## config.mk

```make
export PLATFORM = sky130hd
export DESIGN_NAME = mem_port_arbiter_flat
export DESIGN_NICKNAME = d
export VERILOG_FILES = /design/src/rtl/mem_port_arbiter_if.sv /design/src/rtl/mem_port_arbiter.sv /design/src/flat_wrapper.sv
export SDC_FILE = /design/constraint.sdc
export NUM_CORES = 1
export LEC_CHECK = 0
export BUFFER_PORTS_ARGS = -buffer_cell sky130_fd_sc_hd__clkbuf_2
export CAP_MARGIN = 20
export CELL_PAD_IN_SITES_DETAIL_PLACEMENT = 1
export CELL_PAD_IN_SITES_GLOBAL_PLACEMENT = 2
export CORE_MARGIN = 2
export CORE_UTILIZATION = 24
export CTS_BUF_LIST = sky130_fd_sc_hd__clkbuf_2 sky130_fd_sc_hd__clkbuf_4 sky130_fd_sc_hd__clkbuf_8
export DETAILED_ROUTE_END_ITERATION = 10
export PLACE_DENSITY_LB_ADDON = 0.1
export SYNTH_ARGS = -nofsm -noshare
export SYNTH_HDL_FRONTEND = slang
export SYNTH_SLANG_ARGS = --single-unit
export TNS_END_PERCENT = 10
```

## constraint.sdc

```tcl
create_clock -name clk -period 1.5 [get_ports clk]
set_input_delay 0.075 -clock clk [delete_from_list [all_inputs] [get_ports clk]]
set_output_delay 0.075 -clock clk [all_outputs]
set_load 0.02 [all_outputs]
```

## src/rtl/mem_port_arbiter_if.sv

```systemverilog
// Bus bundle between the arbiter, the fetch/data requesters and the unified memory.
// The arbiter connects through the slave modport; the requester/memory side uses master.
interface mem_port_arbiter_if #(
  parameter int ADDR_W = 32,
  parameter int DATA_W = 32
);
  logic              if_req;
  logic [ADDR_W-1:0] if_addr;
  logic              if_gnt;
  logic              if_valid;
  logic [DATA_W-1:0] if_rdata;
  logic              d_req;
  logic              d_we;
  logic [ADDR_W-1:0] d_addr;
  logic [DATA_W-1:0] d_wdata;
  logic              d_gnt;
  logic              d_valid;
  logic [DATA_W-1:0] d_rdata;
  logic              mem_en;
  logic              mem_we;
  logic [ADDR_W-1:0] mem_addr;
  logic [DATA_W-1:0] mem_wdata;
  logic [DATA_W-1:0] mem_rdata;
  logic              busy;

  modport slave (
    input  if_req, if_addr, d_req, d_we, d_addr, d_wdata, mem_rdata,
    output if_gnt, if_valid, if_rdata, d_gnt, d_valid, d_rdata,
    output mem_en, mem_we, mem_addr, mem_wdata, busy
  );

  modport master (
    output if_req, if_addr, d_req, d_we, d_addr, d_wdata, mem_rdata,
    input  if_gnt, if_valid, if_rdata, d_gnt, d_valid, d_rdata,
    input  mem_en, mem_we, mem_addr, mem_wdata, busy
  );
endinterface

```

## src/rtl/mem_port_arbiter.sv

```systemverilog
// Arbitrates one fixed-latency single-port memory between instruction fetch and load/store.
// Data port wins ties unless fetch has been passed over STARVE_MAX times in a row.
module mem_port_arbiter #(
  parameter int ADDR_W     = 32,
  parameter int DATA_W     = 32,
  parameter int MEM_LAT    = 2,
  parameter int STARVE_MAX = 4
) (
  input  logic               clk,
  input  logic               reset,
  mem_port_arbiter_if.slave  bus
);

  localparam logic [1:0] S_IDLE   = 2'd0;
  localparam logic [1:0] S_ACCESS = 2'd1;
  localparam logic [1:0] S_DONE   = 2'd2;

  localparam int LAT_W = (MEM_LAT > 1) ? $clog2(MEM_LAT) : 1;
  localparam int ST_W  = $clog2(STARVE_MAX + 1);

  logic [1:0]       r_state;
  logic [LAT_W-1:0] r_lat_cnt;
  logic [ST_W-1:0]  r_starve_cnt;
  logic             r_is_fetch;
  logic             r_we;

  logic              w_starve_full;
  logic              w_pick_fetch;
  logic              w_pick_data;
  logic              w_lat_last;
  logic              w_req_we;
  logic [ADDR_W-1:0] w_req_addr;
  logic [DATA_W-1:0] w_req_wdata;

  assign w_starve_full = (r_starve_cnt == ST_W'(STARVE_MAX));
  assign w_pick_fetch  = bus.if_req & (~bus.d_req | w_starve_full);
  assign w_pick_data   = ~w_pick_fetch & bus.d_req;
  assign w_lat_last    = (r_lat_cnt == LAT_W'(MEM_LAT - 1));
  assign w_req_we      = w_pick_data & bus.d_we;
  assign w_req_addr    = w_pick_fetch ? bus.if_addr : bus.d_addr;
  assign w_req_wdata   = w_pick_fetch ? '0 : bus.d_wdata;

  // The mem_* output registers double as the request latch for the whole access.
  always_ff @(posedge clk) begin
    if (reset) begin
      r_state       <= S_IDLE;
      r_lat_cnt     <= '0;
      r_starve_cnt  <= '0;
      r_is_fetch    <= 1'b0;
      r_we          <= 1'b0;
      bus.if_gnt    <= 1'b0;
      bus.if_valid  <= 1'b0;
      bus.if_rdata  <= '0;
      bus.d_gnt     <= 1'b0;
      bus.d_valid   <= 1'b0;
      bus.d_rdata   <= '0;
      bus.mem_en    <= 1'b0;
      bus.mem_we    <= 1'b0;
      bus.mem_addr  <= '0;
      bus.mem_wdata <= '0;
      bus.busy      <= 1'b0;
    end else begin
      bus.if_gnt   <= 1'b0;
      bus.d_gnt    <= 1'b0;
      bus.if_valid <= 1'b0;
      bus.d_valid  <= 1'b0;
      case (r_state)
        S_IDLE: begin
          if (w_pick_fetch || w_pick_data) begin
            r_state       <= S_ACCESS;
            r_lat_cnt     <= '0;
            r_is_fetch    <= w_pick_fetch;
            r_we          <= w_req_we;
            bus.mem_en    <= 1'b1;
            bus.mem_we    <= w_req_we;
            bus.mem_addr  <= w_req_addr;
            bus.mem_wdata <= w_req_wdata;
            bus.if_gnt    <= w_pick_fetch;
            bus.d_gnt     <= w_pick_data;
            bus.busy      <= 1'b1;
          end
          if (w_pick_fetch || !bus.if_req) begin
            r_starve_cnt <= '0;
          end else if (w_pick_data && !w_starve_full) begin
            r_starve_cnt <= r_starve_cnt + 1'b1;
          end
        end
        S_ACCESS: begin
          if (w_lat_last) begin
            r_state    <= S_DONE;
            bus.mem_en <= 1'b0;
            bus.mem_we <= 1'b0;
            if (r_is_fetch) begin
              bus.if_valid <= 1'b1;
              bus.if_rdata <= bus.mem_rdata;
            end else begin
              bus.d_valid <= 1'b1;
              bus.d_rdata <= r_we ? '0 : bus.mem_rdata;
            end
          end else begin
            r_lat_cnt <= r_lat_cnt + 1'b1;
          end
        end
        S_DONE: begin
          r_state  <= S_IDLE;
          bus.busy <= 1'b0;
        end
        default: begin
          r_state    <= S_IDLE;
          bus.mem_en <= 1'b0;
          bus.mem_we <= 1'b0;
          bus.busy   <= 1'b0;
        end
      endcase
    end
  end

endmodule

```

## src/flat_wrapper.sv

```systemverilog
// flat-port wrapper written by rule: the top's interface ports become plain ports
module mem_port_arbiter_flat 
#(
  parameter int ADDR_W     = 32,
  parameter int DATA_W     = 32,
  parameter int MEM_LAT    = 2,
  parameter int STARVE_MAX = 4
)
  (clk, reset, bus_if_req, bus_if_addr, bus_d_req, bus_d_we, bus_d_addr, bus_d_wdata, bus_mem_rdata, bus_if_gnt, bus_if_valid, bus_if_rdata, bus_d_gnt, bus_d_valid, bus_d_rdata, bus_mem_en, bus_mem_we, bus_mem_addr, bus_mem_wdata, bus_busy);
  mem_port_arbiter_if #(.ADDR_W(ADDR_W), .DATA_W(DATA_W)) bus_i ();
  input  logic clk;
  input  logic reset;
  input wire logic [$bits(bus_i.if_req)-1:0] bus_if_req;
  input wire logic [$bits(bus_i.if_addr)-1:0] bus_if_addr;
  input wire logic [$bits(bus_i.d_req)-1:0] bus_d_req;
  input wire logic [$bits(bus_i.d_we)-1:0] bus_d_we;
  input wire logic [$bits(bus_i.d_addr)-1:0] bus_d_addr;
  input wire logic [$bits(bus_i.d_wdata)-1:0] bus_d_wdata;
  input wire logic [$bits(bus_i.mem_rdata)-1:0] bus_mem_rdata;
  output wire logic [$bits(bus_i.if_gnt)-1:0] bus_if_gnt;
  output wire logic [$bits(bus_i.if_valid)-1:0] bus_if_valid;
  output wire logic [$bits(bus_i.if_rdata)-1:0] bus_if_rdata;
  output wire logic [$bits(bus_i.d_gnt)-1:0] bus_d_gnt;
  output wire logic [$bits(bus_i.d_valid)-1:0] bus_d_valid;
  output wire logic [$bits(bus_i.d_rdata)-1:0] bus_d_rdata;
  output wire logic [$bits(bus_i.mem_en)-1:0] bus_mem_en;
  output wire logic [$bits(bus_i.mem_we)-1:0] bus_mem_we;
  output wire logic [$bits(bus_i.mem_addr)-1:0] bus_mem_addr;
  output wire logic [$bits(bus_i.mem_wdata)-1:0] bus_mem_wdata;
  output wire logic [$bits(bus_i.busy)-1:0] bus_busy;
  assign bus_i.if_req = bus_if_req;
  assign bus_i.if_addr = bus_if_addr;
  assign bus_i.d_req = bus_d_req;
  assign bus_i.d_we = bus_d_we;
  assign bus_i.d_addr = bus_d_addr;
  assign bus_i.d_wdata = bus_d_wdata;
  assign bus_i.mem_rdata = bus_mem_rdata;
  assign bus_if_gnt = bus_i.if_gnt;
  assign bus_if_valid = bus_i.if_valid;
  assign bus_if_rdata = bus_i.if_rdata;
  assign bus_d_gnt = bus_i.d_gnt;
  assign bus_d_valid = bus_i.d_valid;
  assign bus_d_rdata = bus_i.d_rdata;
  assign bus_mem_en = bus_i.mem_en;
  assign bus_mem_we = bus_i.mem_we;
  assign bus_mem_addr = bus_i.mem_addr;
  assign bus_mem_wdata = bus_i.mem_wdata;
  assign bus_busy = bus_i.busy;
  mem_port_arbiter #(.ADDR_W(ADDR_W), .DATA_W(DATA_W), .MEM_LAT(MEM_LAT), .STARVE_MAX(STARVE_MAX)) u_core (.clk(clk), .reset(reset), .bus(bus_i));
endmodule
```

# Word level (Yosys, flattened, before mapping)
# Cells that the tools add are included.
dict set report totals {
  regBits 143
  in_bits 133
  out_inout_bits 135
  elab_cells 72
}
dict set report op_classes {
  add_sub_neg 2
  n_eq_ne 5
  n_mux 19
  bitwise 12
  reduce_logical 18
}
# op count
set op_table {}
lappend op_table {{32-bit two-way mux} 3}
lappend op_table {{2-bit AND reduction} 5}
lappend op_table {{3-bit AND reduction} 3}
lappend op_table {{1-bit NOT} 8}
lappend op_table {{1-bit two-way mux} 7}
lappend op_table {{3-bit two-way mux} 2}
lappend op_table {{1-bit one-hot mux with 3 select lines} 2}
lappend op_table {{3-bit OR reduction} 2}
lappend op_table {{2-bit two-way mux} 2}
lappend op_table {{2-bit by 1-bit != test with 1-bit output (second input constant)} 2}
lappend op_table {{1-bit one-hot mux with 2 select lines} 2}
lappend op_table {{2-bit one-hot mux with 2 select lines} 1}
lappend op_table {{2-bit nonzero test} 2}
lappend op_table {{3-bit by 1-bit adder with 3-bit output (second input constant)} 1}
lappend op_table {{1-bit bitwise AND} 3}
lappend op_table {{3-bit == test (second input constant)} 1}
lappend op_table {{2-bit by 1-bit == test with 1-bit output (second input constant)} 1}
lappend op_table {{2-bit == test (second input constant)} 1}
lappend op_table {{1-bit zero test} 2}
lappend op_table {{2-bit zero test} 1}
lappend op_table {{1-bit logical OR} 2}
lappend op_table {{1-bit adder (second input constant)} 1}
lappend op_table {{1-bit logical AND} 1}
lappend op_table {{1-bit bitwise OR} 1}

# Logic depth before layout (Yosys ltp)
# Gate-level depths: netlist of run 1.
dict set report depth {
  ltp_word 8
  mapped_depth 7
  ltp_nobuf 5
}

# Least setup slack after synthesis of run 1
# Ideal clock, no wire load.
dict set report synth_timing {
  path_type {register -> register}
  startpoint {register u_core.r_starve_cnt[0]}
  endpoint {register u_core.bus.mem_wdata[10]}
  setup_ns 0.070
  arrival_ns 1.327
  required_ns 1.430
  path_slack_ns 0.102
  stages_incl_launch_ff 8
  path_buffers 2
  synth_period_minus_slack_ns 1.398
  cell_sequence {dfxtp_1 inv_1 ha_1 a21boi_2 buf_4 buf_2 o2111ai_1 a21oi_1}
}
dict set report synth_via {
  elab_chain_len 7
  elab_cells_between_ends 8
  cone_classes {eq/ne: 1; mux: 1; bitwise: 4; reduce/logical: 2}
}
# item line_no
set synth_lines {}
lappend synth_lines {{start: declaration} mem_port_arbiter.sv:23} ;# logic [ST_W-1:0] r_starve_cnt;
lappend synth_lines {{start signal: assignment} mem_port_arbiter.sv:85} ;# r_starve_cnt <= r_starve_cnt + 1'b1;
lappend synth_lines {{3-bit == test *} mem_port_arbiter.sv:35} ;# assign w_starve_full = (r_starve_cnt == ST_W'(STARVE_MAX));
lappend synth_lines {{1-bit bitwise OR *} mem_port_arbiter.sv:36} ;# assign w_pick_fetch = bus.if_req & (~bus.d_req | w_starve_full);
lappend synth_lines {{1-bit bitwise AND *} mem_port_arbiter.sv:36}
lappend synth_lines {{1-bit NOT} mem_port_arbiter.sv:37} ;# assign w_pick_data = ~w_pick_fetch & bus.d_req;
lappend synth_lines {{1-bit bitwise AND} mem_port_arbiter.sv:37}
lappend synth_lines {{1-bit logical OR} mem_port_arbiter.sv:69} ;# if (w_pick_fetch || w_pick_data) begin
lappend synth_lines {{2-bit AND reduction (no line)} --}
lappend synth_lines {{end signal: assignment} mem_port_arbiter.sv:77} ;# bus.mem_wdata <= w_req_wdata;
lappend synth_lines {{end: declaration} mem_port_arbiter_if.sv:29} ;# output mem_en, mem_we, mem_addr, mem_wdata, busy
# Every way passes the cells marked *; elsewhere a longest branch is shown, timed or not.
# A chain may end at the register's enable or synchronous reset.

# Worst setup path after layout of run 1
dict set report layout_timing {
  startpoint {register u_core.r_starve_cnt[1]}
  endpoint {register u_core.bus.mem_addr[0]}
}
dict set report layout_via {
  elab_chain_len 7
  elab_cells_between_ends 8
  cone_classes {eq/ne: 1; mux: 1; bitwise: 4; reduce/logical: 2}
}
# item line_no
set layout_lines {}
lappend layout_lines {{3-bit == test *} mem_port_arbiter.sv:35}
lappend layout_lines {{1-bit bitwise OR *} mem_port_arbiter.sv:36}
lappend layout_lines {{1-bit bitwise AND *} mem_port_arbiter.sv:36}
lappend layout_lines {{1-bit NOT} mem_port_arbiter.sv:37}
lappend layout_lines {{1-bit bitwise AND} mem_port_arbiter.sv:37}
lappend layout_lines {{1-bit logical OR} mem_port_arbiter.sv:69}
lappend layout_lines {{2-bit AND reduction (no line)} --}
lappend layout_lines {{end signal: assignment} mem_port_arbiter.sv:76} ;# bus.mem_addr <= w_req_addr;
lappend layout_lines {{end: declaration} mem_port_arbiter_if.sv:29}
# Marked as above.

==> impl_summary.txt, run 1 <==
----------------------------------------------------
[CTS]
  CTS clock-pin slew for the worst setup and hold paths ... 90 ps
  CTS tree ... done
  Number of CTS-inserted buffers ... 17
  Root buffer selected by CTS ... clkbuf_8
  H-tree level count ... 4
  Skew-Pair Late Insertion Delay ... 450 ps
  Maximum clock path buffer count ... 2
  Clk sinks ... 143

[Timing]
  Total Negative Setup Slacks ... -83.4 ps
  Count of final setup violators ... 4
  Maximum frequency from static timing analysis ... 646 MHz
  RSZ-0062 raised after global routing ... yes
  Post-route worst setup slack ... -48.7 ps
  Min Clock Period, post-route ... 1550 ps
  Setup skew after layout ... 17.2 ps
  Final worst-path cycle share ... 103%
  Relative slew margins ... 70.4%
  Transition time at the pin with the least slew margin ... 444 ps
  Fin. max-slew vios ... 0
  Number of endpoints with negative hold slack in the final report ... 0

[Yosys]
  Multiplexer share of the synthesized area ... 0.170%
  Yosys synthesis warning count ... 0
  Share of the synthesized area in compound gates (AO/OA/AOI/OAI) ... 27.5%
  Adder and majority cell fraction of the synthesized area ... 0.425%
  Synthesized netlist net count ... 826
  Predominant post-synthesis flop cell ... dfxtp_1
  Post-Synthesis Mean Instance Area ... 8.51 sq um
  Xor and xnor area share after synthesis ... 0.298%
  Async S/R FF share, synth ... 0%
  Number of flops mapped to enable cells by yosys ... 0
  Flip-flop and latch count after synthesis ... 143
  Simple-gate area share of the yosys netlist ... 15.7%
  Post-synthesis instance total ... 691
  Number of distinct standard cells referenced by the synthesized netlist ... 36
  Summed instance area of the synthesized netlist ... 5880 sq um
  Share of synthesized area occupied by flip-flops and latches ... 48.7%
  Dominant combinational cell family by area after synthesis ... compound AO/OA/AOI/OAI gates

[Outcome]
  Failing checks ... negative setup slack
  Result of the run ... finished with violations

[Worst setup path]
  Register-to-register path setup slack ... -50 ps
  R2R Path Start ... u_core.r_starve_cnt[1]$_SDFFE_PP0P_
  Critical Path AT ... 1900 ps
  Crit path max fanout ... 5
  Critical path origin ... u_core.r_starve_cnt[1]$_SDFFE_PP0P_
  Required time at the worst-slack endpoint ... 1850 ps
  Setup crit start kind ... flip-flop
  Worst setup path category ... reg2reg
  Sort of element at the end of the critical path ... flip-flop

[Placement]
  Total placed cells including tap cells ... 1,230
  Post-Place Cell Area ... 7600 sq um
  Count of buffers from port buffering ... 267
  Total half-perimeter wirelength after legalization and detailed placement ... 15,600 um
  Routability congestion estimate ... 0.768

[Detailed routing]
  First-pass detailed-route iteration total ... 4
  Initial detailed-routing violation count ... 211
  Post-Route M1 WL ... 10,500 um
  DRC violations left ... 0
  Total wire length ... 25,200 um
  DR WL/cell ... 17.9 um
  Detailed route wirelength on metal2 ... 12,700 um
  Met3 WL post-DR ... 1460 um
  Vias post-DR ... 6,841
  Number of nets with antenna violations after detailed routing ... 0
  Uppermost routed layer ... met4
  Detailed-route vias per instance ... 4.87

[Cells and area]
  Commonest cells after routing, fill and taps aside ... clkbuf_2, dfxtp_1, a21oi_1
  Syn-to-layout area delta ... 64.4%
  Most frequent standard cell in the layout excluding fill and tap cells ... clkbuf_2
  Layout cell share with drive strength beyond 1 ... 35.0%
  Nets ... 1,203
  Layout Cell Area excl Fill ... 9670 sq um
  Final cell count without fillers ... 1,406

[Global route]
  First-pass GRT wire length ... 39,000 um
  Total gr overflow ... 0
  Overall routing resource usage ... 19.0%
  Via count of the first global-routing pass ... 7,367
  Largest net degree at the start of global routing ... 52
  Antenna violations before repair ... 1

[Floorplan]
  Core outline area ... 24,200 sq um
  Die footprint ... 25,800 sq um
  Ports ... 268
  Initial Utilization ... 24.3%
  Number of placement rows ... 57
  Chip Width ... 161 um
  Height of the die ... 161 um

[Min path]
  Start point of the worst min-delay path ... reset
  Classification of the worst-slack hold path ... in2reg

[Power and ir drop]
  Pwr/cell area ... 963 nW/um^2
  Worst voltage drop across the vdd grid ... 0.000420 V
  Leakage power ... 3.92 nW
  Final Total Pwr ... 9.31 mW

[Job]
  Max Cap Violations ... 0

----------------------------------------------------
-- critical path, stage by stage (launching register included) --
cell       delay (ps)
dfxtp_2           340
inv_2              40
ha_4              160
a21boi_4          190
buf_6             170
clkbuf_16         150
o21ai_0           100
a311oi_1          310
-- synth_stat cells (2+ instances only) --
cell type / instances / area share (%)
nor3b_1: 2 / 0.26
nand3b_1: 32 / 4.1
nor2_1: 3 / 0.19
o21ai_0: 63 / 5.4
a21oi_1: 135 / 11
dfxtp_1: 143 / 49
inv_1: 3 / 0.19
nor2_2: 2 / 0.21
buf_2: 25 / 2.1
xnor2_1: 2 / 0.30
a311oi_1: 32 / 4.8
o2111ai_1: 33 / 4.9
o21ai_1: 4 / 0.34
clkbuf_1: 38 / 2.4
ha_1: 2 / 0.43
buf_4: 17 / 2.2
nand2_1: 99 / 6.3
or2_1: 2 / 0.21
nand3_1: 33 / 2.8
nor3_1: 5 / 0.43
-- final timing paths --
check                                                             to  depth (start not counted)
worst min register to register   u_core.bus.d_rdata[12]$_SDFFE_PP0P_                          2
worst min-delay path            u_core.bus.mem_wdata[1]$_SDFFE_PP0N_                          2
worst max register to register   u_core.bus.mem_addr[0]$_SDFFE_PP0N_                          7
worst max-delay path             u_core.bus.mem_addr[0]$_SDFFE_PP0N_                          7
-- logic make-up (layout without fill, tap and decap cells) --
kind of cell,Yosys count,count (layout)
AO/OA/AOI/OAI,271,271
XOR/XNOR,2,2
adder cells (fa/ha/maj),2,2
buffers and inverters,86,476
flip-flops,143,143
multiplexers,1,1
other,0,1
AND/OR/NAND/NOR,186,186
-- routing by layer --
| layer | track usage [%] | vias to the layer above |
|---|---|---|
| li1 | - | 3268 |
| met1 | 21.5 | 3313 |
| met2 | 33.9 | 224 |
| met3 | 4.96 | 36 |
| met4 | 7.66 | 0 |
| met5 | 0 | - |
-- through the flow --
stage / utilization [%] / hold slack, ps / setup WS, ps
after CTS: 38.7 / 18.1 / -15.7
after detailed placement: 31.4 / 322 / -93.8
after global routing: 40.0 / 63.0 / -156
after global placement: 31.4 / 314 / 12.1
final: 40.0 / 65.0 / -48.7
after floorplan: - / 211 / 102
-- power breakdown --
group / internal, mW / switching (mW)
Combinational: 0.882 / 1.10
Clock: 1.55 / 1.67
Sequential: 4.00 / 0.117
Total: 6.43 / 2.89
-- repair_timing --
action | CTS | global route
gates cloned | 1 | 8
setup endpoints to repair | 36 | 59
gates resized for setup | 8 | 45
hold buffers | 130 | 0
setup buffers | 2 | 3
pin swaps | 2 | 27
endpoints found under the hold margin | 130 | 0
-- layout make-up --
class                      count  area, sq um
clock buffer                  18          248
timing repair buffer         440         3250
inverter                       4         15.0
multi-input combinational    462         2730
fill                        2862        14500
antenna                        1         2.50
sequential                   143         2870
tap                          324          405
clock inverter                14          156
-- state kept, by name (all words and copies together) (netlist names), 2 cells and up --
signal,count
u_core.bus.if_rdata,32
u_core.bus.d_rdata,32
u_core.r_starve_cnt,3
u_core.bus.mem_wdata,32
u_core.bus.mem_addr,32
u_core.r_state,2
No activity file was read; power rests on OpenSTA's default activity.
==> inputs of run 2 (changes only) <==
--- a/config.mk
+++ b/config.mk
@@ -5,12 +5,13 @@
 export SDC_FILE = /design/constraint.sdc
 export NUM_CORES = 1
 export LEC_CHECK = 0
+export ABC_AREA = 1
 export BUFFER_PORTS_ARGS = -buffer_cell sky130_fd_sc_hd__clkbuf_2
 export CAP_MARGIN = 20
 export CELL_PAD_IN_SITES_DETAIL_PLACEMENT = 1
 export CELL_PAD_IN_SITES_GLOBAL_PLACEMENT = 2
 export CORE_MARGIN = 2
-export CORE_UTILIZATION = 24
+export CORE_UTILIZATION = 27
 export CTS_BUF_LIST = sky130_fd_sc_hd__clkbuf_2 sky130_fd_sc_hd__clkbuf_4 sky130_fd_sc_hd__clkbuf_8
 export DETAILED_ROUTE_END_ITERATION = 10
 export PLACE_DENSITY_LB_ADDON = 0.1
==> constraint.sdc (replaced) <==
create_clock -name clk -period 1.95 [get_ports clk]
set_input_delay 0.0975 -clock clk [delete_from_list [all_inputs] [get_ports clk]]
set_output_delay 0.0975 -clock clk [all_outputs]
set_load 0.02 [all_outputs]
==> run 2 against run 1 <==
  * The flow now finishes without violations
  * Critical path type is now in2reg
  * Cell area decreased by 4.8%
  * Die area is 9.6% lower
  * First-iteration DRC count increased by 26%
  * Critical endpoint is now u_core.bus.mem_wdata[23]$_SDFFE_PP0N_
  * Register-to-register slack better by 410 ps
  * Power decreased by 19%
==> impl_summary.txt, run 2 <==
----------------------------------------------------
[Global route]
  Overall routing resource usage ... 18.6%
  GRT met1 Usage ... 23.5%
  Met3 track utilization from global routing ... 5.60%
  Largest net degree at the start of global routing ... 67
  Busiest metal layer after global routing ... met2
  Antenna violations before repair ... 1
  GR met2 Demand/Resource ... 30.7%
  Via count of the first global-routing pass ... 6,954
  Total gr overflow ... 0
  First-pass GRT wire length ... 35,700 um

[CTS]
  Skew-Pair Late Insertion Delay ... 460 ps
  Clk sinks ... 143
  CTS clock-pin slew for the worst setup and hold paths ... 80 ps
  Number of CTS-inserted buffers ... 17
  Root buffer selected by CTS ... clkbuf_8
  Maximum clock path buffer count ... 2
  CTS tree ... done
  Post-CTS setup repair buffer count ... 0
  H-tree level count ... 4
  Post-CTS Hold Fix Bufs ... 131
  Post-cts repair resize count ... 0

[Yosys]
  Async S/R FF share, synth ... 0%
  Library cell with the highest instance count after synthesis ... nand2_1
  Synthesized netlist net count ... 979
  Cell accounting for the most synthesized area ... dfxtp_1
  Top cells by count, synth ... nand2_1, dfxtp_1, nor2_1
  Summed instance area of the synthesized netlist ... 5960 sq um
  Main area contributors after synthesis ... dfxtp_1, nand2_1, nor2_1, nand3_1, a21oi_1
  Share of synthesized area occupied by flip-flops and latches ... 48.0%
  Number of distinct standard cells referenced by the synthesized netlist ... 26
  Predominant post-synthesis flop cell ... dfxtp_1
  Number of flops mapped to enable cells by yosys ... 0
  Post-synthesis instance total ... 844
  Post-Synthesis Mean Instance Area ... 7.07 sq um
  Share of Yosys cell area claimed by the top area cell type ... 48.0%
  Flip-flop and latch count after synthesis ... 143
  Yosys synthesis warning count ... 0

[Power and ir drop]
  Worst voltage drop across the vdd grid ... 0.000349 V
  Pwr/cell area ... 816 nW/um^2
  Final Total Pwr ... 7.51 mW
  Leakage power ... 4.43 nW

[Cells and area]
  Nets ... 1,347
  Filler Cells Inserted ... 2,785
  Layout Cell Area excl Fill ... 9210 sq um
  Utilization after layout ... 42.3%
  Layout cell share with drive strength beyond 1 ... 26.5%
  Final cell count without fillers ... 1,505
  Most frequent standard cell in the layout excluding fill and tap cells ... clkbuf_2
  Commonest cells after routing, fill and taps aside ... clkbuf_2, nand2_1, dfxtp_1
  Syn-to-layout area delta ... 54.4%

[Timing]
  Post-Route Hold Slack ... 134 ps
  Count of final setup violators ... 0
  Total Negative Setup Slacks ... 0 ps
  Number of endpoints with negative hold slack in the final report ... 0
  RSZ-0062 raised after global routing ... no
  Min Clock Period, post-route ... 1620 ps
  Final worst-path cycle share ... 82.8%
  Fin. max-slew vios ... 0
  Transition time at the pin with the least slew margin ... 782 ps
  Setup skew after layout ... 16.3 ps
  Post-route worst setup slack ... 335 ps
  Maximum frequency from static timing analysis ... 619 MHz
  Relative slew margins ... 47.7%

[Floorplan]
  Die footprint ... 23,300 sq um
  Height of the die ... 153 um
  Number of placement rows ... 54
  Ports ... 268
  Core outline area ... 21,800 sq um
  Initial Utilization ... 27.4%
  Chip Width ... 153 um

[Detailed routing]
  Number of nets with antenna violations after detailed routing ... 0
  Initial detailed-routing violation count ... 266
  DR WL/cell ... 14.5 um
  First-pass detailed-route iteration total ... 4
  Detailed-route vias per instance ... 4.45
  Vias post-DR ... 6,703
  Total wire length ... 21,800 um
  DRC violations left ... 0

[Worst setup path]
  Required time at the worst-slack endpoint ... 2330 ps
  Setup crit start kind ... input port
  Crit path max fanout ... 34
  Worst setup path category ... in2reg
  Sort of element at the end of the critical path ... flip-flop
  Critical Path AT ... 2000 ps

[Placement]
  Total half-perimeter wirelength after legalization and detailed placement ... 14,000 um
  Total placed cells including tap cells ... 1,342
  Routability congestion estimate ... 0.719
  Count of buffers from port buffering ... 267
  Post-placement worst setup slack ... 358 ps
  Post-Place Cell Area ... 7500 sq um

[Outcome]
  Result of the run ... finished, final reports clean

[Job]
  Max Cap Violations ... 0

[Min path]
  Classification of the worst-slack hold path ... in2reg

----------------------------------------------------
## run 2: cells by family (layout without fill, tap and decap cells)
| kind of cell | Yosys count | in the layout | share of synthesized area (%) |
|---|---|---|---|
| and+or+nand+nor | 458 | 458 | 31.7 |
| DFF | 143 | 143 | 48.0 |
| AOI/OAI and AO/OA | 134 | 134 | 11.3 |
| buffers and inverters | 106 | 486 | 8.41 |
| adders and majority gates | 2 | 2 | 0.419 |
| xor gates and xnor gates | 1 | 1 | 0.147 |
| other | 0 | 1 | 0 |
## run 2: final cells by class
| class | instances | area, sq um | area share (%) |
|---|---|---|---|
| diodes | 1 | 2.50 | 0.0272 |
| clock buffers | 19 | 255 | 2.77 |
| clock inverters | 12 | 136 | 1.48 |
| inverters | 42 | 158 | 1.71 |
| multi-input cells | 595 | 2610 | 28.3 |
| flip-flops and latches | 143 | 2860 | 31.1 |
| well taps | 280 | 350 | 3.80 |
| repair buffers | 413 | 2840 | 30.8 |
## run 2: final timing paths
path	slack [ps]	end	cells past startpoint	from
worst max register to register	360	u_core.bus.mem_wdata[23]$_SDFFE_PP0N_	6	u_core.r_state[1]$_SDFFE_PP0P_
worst min-delay path	130	u_core.bus.mem_we$_SDFFE_PP0P_	6	bus_if_req
worst min register to register	460	u_core.bus.mem_wdata[17]$_SDFFE_PP0N_	2	u_core.bus.mem_wdata[17]$_SDFFE_PP0N_
worst max-delay path	330	u_core.bus.mem_wdata[23]$_SDFFE_PP0N_	7	bus_d_req
## run 2: worst max-delay path, stage by stage
cell and delay, ps:
dlygate4sd3_1 540, clkbuf_2 150, nor2_2 250, nor2_8 90, nor2_4 610, nand2_1 130
o21ai_1 120
## run 2: layer usage
metal / wire length (um) / part of all wire (%)
met1: 9870 / 45
met2: 10200 / 47
met3: 1380 / 6.3
met4: 346 / 1.6
met5: 0 / 0
## run 2: where the power goes
part           leakage (nW)  internal, mW  switching [mW]
Clock                 0.192          1.19            1.23
Combinational          3.07         0.703            1.10
Sequential             1.17          3.16           0.132
